`config.mk`:
```
export PLATFORM = sky130hd
export DESIGN_NAME = uart_rx_ctrl
export DESIGN_NICKNAME = d
export VERILOG_FILES = /design/src/rtl/uart_pkg.sv /design/src/rtl/uart_rx_fifo.sv /design/src/rtl/uart_rx_ctrl.sv
export SDC_FILE = /design/constraint.sdc
export NUM_CORES = 1
export LEC_CHECK = 0
export ABC_AREA = 0
export CORE_MARGIN = 1
export CORE_UTILIZATION = 59
export DETAILED_ROUTE_END_ITERATION = 8
export DONT_BUFFER_PORTS = 1
export PLACE_DENSITY = 0.75
export SLEW_MARGIN = 25
export SYNTH_ARGS = -nofsm -noshare
export SYNTH_HDL_FRONTEND = slang
export SYNTH_HIERARCHICAL = 1
export SYNTH_SLANG_ARGS = --single-unit
```
`constraint.sdc`:
```
create_clock -name sysclk_in -period 6.15 [get_ports sysclk_in]
set_input_delay 0.3075 -clock sysclk_in [delete_from_list [all_inputs] [get_ports sysclk_in]]
set_output_delay 0.3075 -clock sysclk_in [all_outputs]
set_load 0.03 [all_outputs]
```
`src/rtl/uart_pkg.sv`:
```
// Shared encodings and default parameters for the UART receive-side controller.
package uart_pkg;

    localparam int DATA_BITS_DEF    = 8;
    localparam int OVERSAMPLING_DEF = 8;
    localparam int DIV_WIDTH_DEF    = 16;
    localparam int DIV_RESET_DEF    = 53;
    localparam int FIFO_DEPTH_DEF   = 4;
    localparam int IDLE_BITS_DEF    = 20;

    typedef enum logic [1:0] {
        ST_OFF    = 2'd0,
        ST_RUN    = 2'd1,
        ST_RELOAD = 2'd2
    } ctrl_state_e;

    function automatic int cnt_width(input int max_val);
        return $clog2(max_val + 1);
    endfunction

endpackage

```
`src/rtl/uart_rx_fifo.sv`:
```
// Show-ahead receive FIFO with occupancy count; a write on full is accepted only
// when a pop happens in the same cycle.
module uart_rx_fifo
    import uart_pkg::*;
#(
    parameter int DATA_BITS = DATA_BITS_DEF,
    parameter int DEPTH     = FIFO_DEPTH_DEF,
    localparam int AW       = $clog2(DEPTH),
    localparam int LW       = AW + 1
) (
    input  logic                 clk_i,
    input  logic                 nrst_i,
    input  logic                 wr_i,
    input  logic [DATA_BITS-1:0] wr_data_i,
    input  logic                 rd_i,
    output logic [DATA_BITS-1:0] rd_data_o,
    output logic                 empty_o,
    output logic                 full_o,
    output logic                 drop_o,
    output logic [LW-1:0]        level_o
);

    logic [DATA_BITS-1:0] mem_q [DEPTH];
    logic [AW-1:0]        wr_ptr_q;
    logic [AW-1:0]        rd_ptr_q;
    logic [LW-1:0]        level_q;
    logic                 push;
    logic                 pop;

    assign empty_o   = (level_q == '0);
    assign full_o    = (level_q == LW'(DEPTH));
    assign pop       = rd_i && !empty_o;
    assign push      = wr_i && (!full_o || pop);
    assign drop_o    = wr_i && full_o && !pop;
    assign rd_data_o = mem_q[rd_ptr_q];
    assign level_o   = level_q;

    always_ff @(posedge clk_i) begin
        if (!nrst_i) begin
            for (int i = 0; i < DEPTH; i++) begin
                mem_q[i] <= '0;
            end
            wr_ptr_q <= '0;
            rd_ptr_q <= '0;
            level_q  <= '0;
        end else begin
            if (push) begin
                mem_q[wr_ptr_q] <= wr_data_i;
                wr_ptr_q        <= wr_ptr_q + 1'b1;
            end
            if (pop) begin
                rd_ptr_q <= rd_ptr_q + 1'b1;
            end
            case ({push, pop})
                2'b10:   level_q <= level_q + 1'b1;
                2'b01:   level_q <= level_q - 1'b1;
                default: level_q <= level_q;
            endcase
        end
    end

endmodule

```
`src/rtl/uart_rx_ctrl.sv`:
```
// Receive-side controller: baud tick divider, character capture into a FIFO,
// sticky overrun flag and idle-line detection.
//
//   state     | meaning
//   ----------+---------------------------------------------------------
//   ST_OFF    | disabled; tick counter held at 0, no capture
//   ST_RUN    | ticks generated, characters captured
//   ST_RELOAD | one quiet cycle after a divisor load; capture still open
module uart_rx_ctrl
    import uart_pkg::*;
#(
    parameter int DATA_BITS    = DATA_BITS_DEF,
    parameter int OVERSAMPLING = OVERSAMPLING_DEF,
    parameter int DIV_WIDTH    = DIV_WIDTH_DEF,
    parameter int DIV_RESET    = DIV_RESET_DEF,
    parameter int FIFO_DEPTH   = FIFO_DEPTH_DEF,
    parameter int IDLE_BITS    = IDLE_BITS_DEF,
    localparam int LW          = $clog2(FIFO_DEPTH) + 1
) (
    input  logic                 sysclk_in,
    input  logic                 nrst_in,
    input  logic                 en_in,
    input  logic [DIV_WIDTH-1:0] div_in,
    input  logic                 div_load_in,
    output logic                 baud_tick_out,
    input  logic                 rx_rdy_in,
    input  logic [DATA_BITS-1:0] rx_data_in,
    output logic [DATA_BITS-1:0] m_data_out,
    output logic                 m_valid_out,
    input  logic                 m_ready_in,
    output logic                 overrun_out,
    input  logic                 overrun_clr_in,
    output logic                 idle_out,
    output logic [LW-1:0]        level_out
);

    localparam int IDLE_LIMIT = IDLE_BITS * OVERSAMPLING;
    localparam int IW         = cnt_width(IDLE_LIMIT);

    ctrl_state_e          state_q, state_d;
    logic [DIV_WIDTH-1:0] div_q;
    logic [DIV_WIDTH-1:0] cnt_q, cnt_d;
    logic                 rdy_prev_q;
    logic                 overrun_q, overrun_d;
    logic [IW-1:0]        idle_cnt_q, idle_cnt_d;
    logic                 idle_q, idle_d;
    logic                 capture;
    logic                 fifo_empty;
    logic                 fifo_full;
    logic                 fifo_drop;

    assign baud_tick_out = (state_q == ST_RUN) && (cnt_q == div_q);
    assign capture       = rx_rdy_in && !rdy_prev_q && (state_q != ST_OFF);
    assign m_valid_out   = !fifo_empty;
    assign overrun_out   = overrun_q;
    assign idle_out      = idle_q;

    uart_rx_fifo #(
        .DATA_BITS (DATA_BITS),
        .DEPTH     (FIFO_DEPTH)
    ) u_fifo (
        .clk_i     (sysclk_in),
        .nrst_i    (nrst_in),
        .wr_i      (capture),
        .wr_data_i (rx_data_in),
        .rd_i      (m_ready_in),
        .rd_data_o (m_data_out),
        .empty_o   (fifo_empty),
        .full_o    (fifo_full),
        .drop_o    (fifo_drop),
        .level_o   (level_out)
    );

    always_comb begin
        state_d = state_q;
        case (state_q)
            ST_OFF:    state_d = (en_in && !div_load_in) ? ST_RUN : ST_OFF;
            ST_RUN,
            ST_RELOAD: begin
                if (!en_in)           state_d = ST_OFF;
                else if (div_load_in) state_d = ST_RELOAD;
                else                  state_d = ST_RUN;
            end
            default:   state_d = ST_OFF;
        endcase
    end

    always_comb begin
        cnt_d = '0;
        if (state_q == ST_RUN && state_d == ST_RUN && !baud_tick_out) begin
            cnt_d = cnt_q + 1'b1;
        end

        // Saturation keeps the idle pulse to once per captured character.
        idle_cnt_d = idle_cnt_q;
        idle_d     = 1'b0;
        if (capture) begin
            idle_cnt_d = '0;
        end else if (baud_tick_out && idle_cnt_q != IW'(IDLE_LIMIT)) begin
            idle_cnt_d = idle_cnt_q + 1'b1;
            idle_d     = (idle_cnt_q == IW'(IDLE_LIMIT - 1)) && !fifo_empty;
        end

        overrun_d = overrun_q;
        if (fifo_drop)           overrun_d = 1'b1;
        else if (overrun_clr_in) overrun_d = 1'b0;
    end

    always_ff @(posedge sysclk_in) begin
        if (!nrst_in) begin
            state_q    <= ST_OFF;
            div_q      <= DIV_WIDTH'(DIV_RESET);
            cnt_q      <= '0;
            rdy_prev_q <= 1'b0;
            overrun_q  <= 1'b0;
            idle_cnt_q <= '0;
            idle_q     <= 1'b0;
        end else begin
            state_q    <= state_d;
            cnt_q      <= cnt_d;
            rdy_prev_q <= rx_rdy_in;
            overrun_q  <= overrun_d;
            idle_cnt_q <= idle_cnt_d;
            idle_q     <= idle_d;
            if (div_load_in) begin
                div_q <= div_in;
            end
        end
    end

endmodule

```
==> summary.md <==
| Metric | Value |
|---|---|
| Status | `completed` |
| Via density | `5.833` |
| TritonCTS clock tree | `built` |
| CORE AREA | `6531 sq um` |
| Final Slew Violations | `0` |
| Maximum clock path buffer count | `2` |
| Post-DP HPWL | `5601 microns` |
| IO Count | `46` |
| CTS Buf Count | `9` |
| Antenna cells | `0` |
| Post-Syn Instances | `378` |
| Worst r2r src | `state_q[0]$_SDFF_PN0_` |
| R2R Setup Slk | `3.50 ns` |
| Initial antenna violation count | `0` |
| CP required | `6.17 ns` |
| Worst path max stage delay | `0.67 ns` |
| Wire per inst | `16.64 microns` |
| GRT Util Overall | `0.2272` |
| Area grow syn2layout | `6.985%` |
| Hold path start | `nrst_in` |
| Post-Layout Cell Count | `460` |
| Total power | `1.142 mW` |
| Chip width | `85.20 microns` |
| Hold_buf cts | `0` |
| Remaining Overflow, GRT | `0` |
| Seq. cell area | `2042 sq um` |
| Resize count post-CTS | `0` |
| CP Cell Sequence | `inv_1 > ha_1 > nor3b_1 > buf_4 > nand3_1 > nor3_1 > nand2b_1` |
| Max-slew headroom | `0.4243` |
| Detailed Route Iter0 Violations | `133` |
| Residual DRC | `0` |
| Largest net degree at the start of global routing | `37` |
| Nets | `416` |
| Area of the multi-input gates | `1938 sq um` |
| Pwr per Cell Area | `261.3 nW/um^2` |
| Clk sinks | `86` |
| Leak pwr | `1.631 nW` |
| Maxcap violations | `0` |
| Drt pass-1 iters | `4` |
| Vias after detailed routing | `2683` |
| Final hold violations | `0` |
| Hold path endpoint | `div_q[5]$_SDFFE_PN1P_` |
| Slowest stage cell, crit path | `nor3_1` |
| Chip Height | `85.20 microns` |
| Arrival time at the worst endpoint | `2.67 ns` |
| Synthesized area per cell | `10.80 sq um` |
| Synth Warn # | `6` |
| VDD IR-drop max | `155.8 uV` |
| Fin Setup TNS | `0 ns` |
| Clock slew at reported path FFs | `0.09 ns` |
| Total wire length | `7653 microns` |
| Crit start category | `flop` |
| Die area | `7258 sq um` |
| Max Clock Freq | `377.9 MHz` |
| Gp weighted congestion | `0.8169` |
| Tmin final | `2.646 ns` |
| Setup CP Type | `flop to flop` |
| Placed insts | `444` |
| Worst R2R End | `u_fifo/mem_q[0][2]$_SDFFCE_PN0P_` |
| Hold depth | `1` |
| Net count after synthesis | `416` |
| HP Class | `primary input to flop` |
| WHS | `0.01185 ns` |
| Post-DRT Antenna Nets | `0` |
| Fraction of layout cells with a size suffix above 1 | `0.08616` |
| Commonest non-fill, non-tap cells in the layout | `dfxtp_1 (54), and2_1 (41), edfxtp_1 (32)` |
| Commonest non-fill, non-tap cell in the layout | `dfxtp_1` |
| Endpoints failing setup | `0` |
| # H-tree levels | `3` |
| Clock Tree Root | `clkbuf_8` |
| Worst Path Max Fanout | `13` |
| Setup repair bufs after CTS | `0` |
| Reg2Reg Depth | `7` |
| Setup Skew | `0.01005 ns` |
| # rows | `29` |
| Worst-margin pin slew | `0.8569 ns` |
| RSZ-0062 raised after global routing | `false` |
| Port buffer count | `0` |
| Final period util | `0.4303` |
| # fillers | `489` |
| Starting density of the core | `0.6253` |
| First-pass GRT wire length | `12480 microns` |
| Number of global-route vias before repair | `2629` |
| Cell area after synthesis | `4084 sq um` |
| Crit. End Element | `flop` |
| Clock Latency Late Sink | `0.35 ns` |
## state kept, by name, indices dropped and copies added, names as in the netlist, named ones only
| register | count |
|---|---|
| u_fifo/rd_ptr_q | 2 |
| rdy_prev_q | 1 |
| u_fifo/mem_q | 32 |
| state_q | 2 |
| idle_cnt_q | 8 |
| cnt_q | 16 |
| idle_out | 1 |
| div_q | 16 |
| u_fifo/wr_ptr_q | 2 |
| u_fifo/level_o | 3 |
| overrun_out | 1 |
## critical path: cells and delay by family (launching register included)
| kind | cells | cell delay, ns |
|---|---|---|
| buffers and inverters | 2 | 0.29 |
| adder cells (fa/ha/maj) | 1 | 0.20 |
| flip-flops | 1 | 0.37 |
| AND/OR/NAND/NOR | 4 | 1.45 |
## per-stage QoR
step                      instance area (sq um)    util  setup slack, ns
after global routing                       4369  0.6690            3.350
after detailed placement                   4133  0.6328            3.621
after global placement                     4133  0.6328            3.804
after CTS                                  4369  0.6690            3.618
after floorplan                            4084       -            3.754
final                                      4369  0.6690            3.504
## area by class of cell
type                    count  share of cell area
multi-input cells         267              0.4436
inverters                  13             0.01117
clock buffers              10             0.02921
repair buffers              1            0.001718
clock inverters             6             0.02491
well taps                  77             0.02205
flip-flops and latches     86              0.4674
## how the worst max path moves through the flow
stage | startpoint | end | depth (start not counted)
after floorplan | state_q[0]$_SDFF_PN0_ | u_fifo/mem_q[1][0]$_SDFFCE_PN0P_ | 6
after detailed placement | state_q[0]$_SDFF_PN0_ | u_fifo/mem_q[0][0]$_SDFFCE_PN0P_ | 7
after global placement | state_q[0]$_SDFF_PN0_ | u_fifo/mem_q[1][2]$_SDFFCE_PN0P_ | 6
after global routing | state_q[0]$_SDFF_PN0_ | u_fifo/mem_q[0][5]$_SDFFCE_PN0P_ | 7
final | state_q[0]$_SDFF_PN0_ | u_fifo/mem_q[0][2]$_SDFFCE_PN0P_ | 7
after CTS | state_q[0]$_SDFF_PN0_ | u_fifo/mem_q[0][2]$_SDFFCE_PN0P_ | 7
## report_power, final
group          switching [mW]  total [mW]  internal, mW
clock network           0.196       0.465         0.270
registers              0.0122       0.618         0.605
logic                  0.0329      0.0589        0.0260
## per-layer routing
layer / wire length [microns] / vias up / track usage
met5: 0 / - / 0
met4: 84 / 0 / 0.08320
met3: 516 / 10 / 0.07101
met2: 3457 / 70 / 0.3475
met1: 3596 / 1285 / 0.3053
li1: - / 1318 / -
Power figures use the tool's default switching activity.
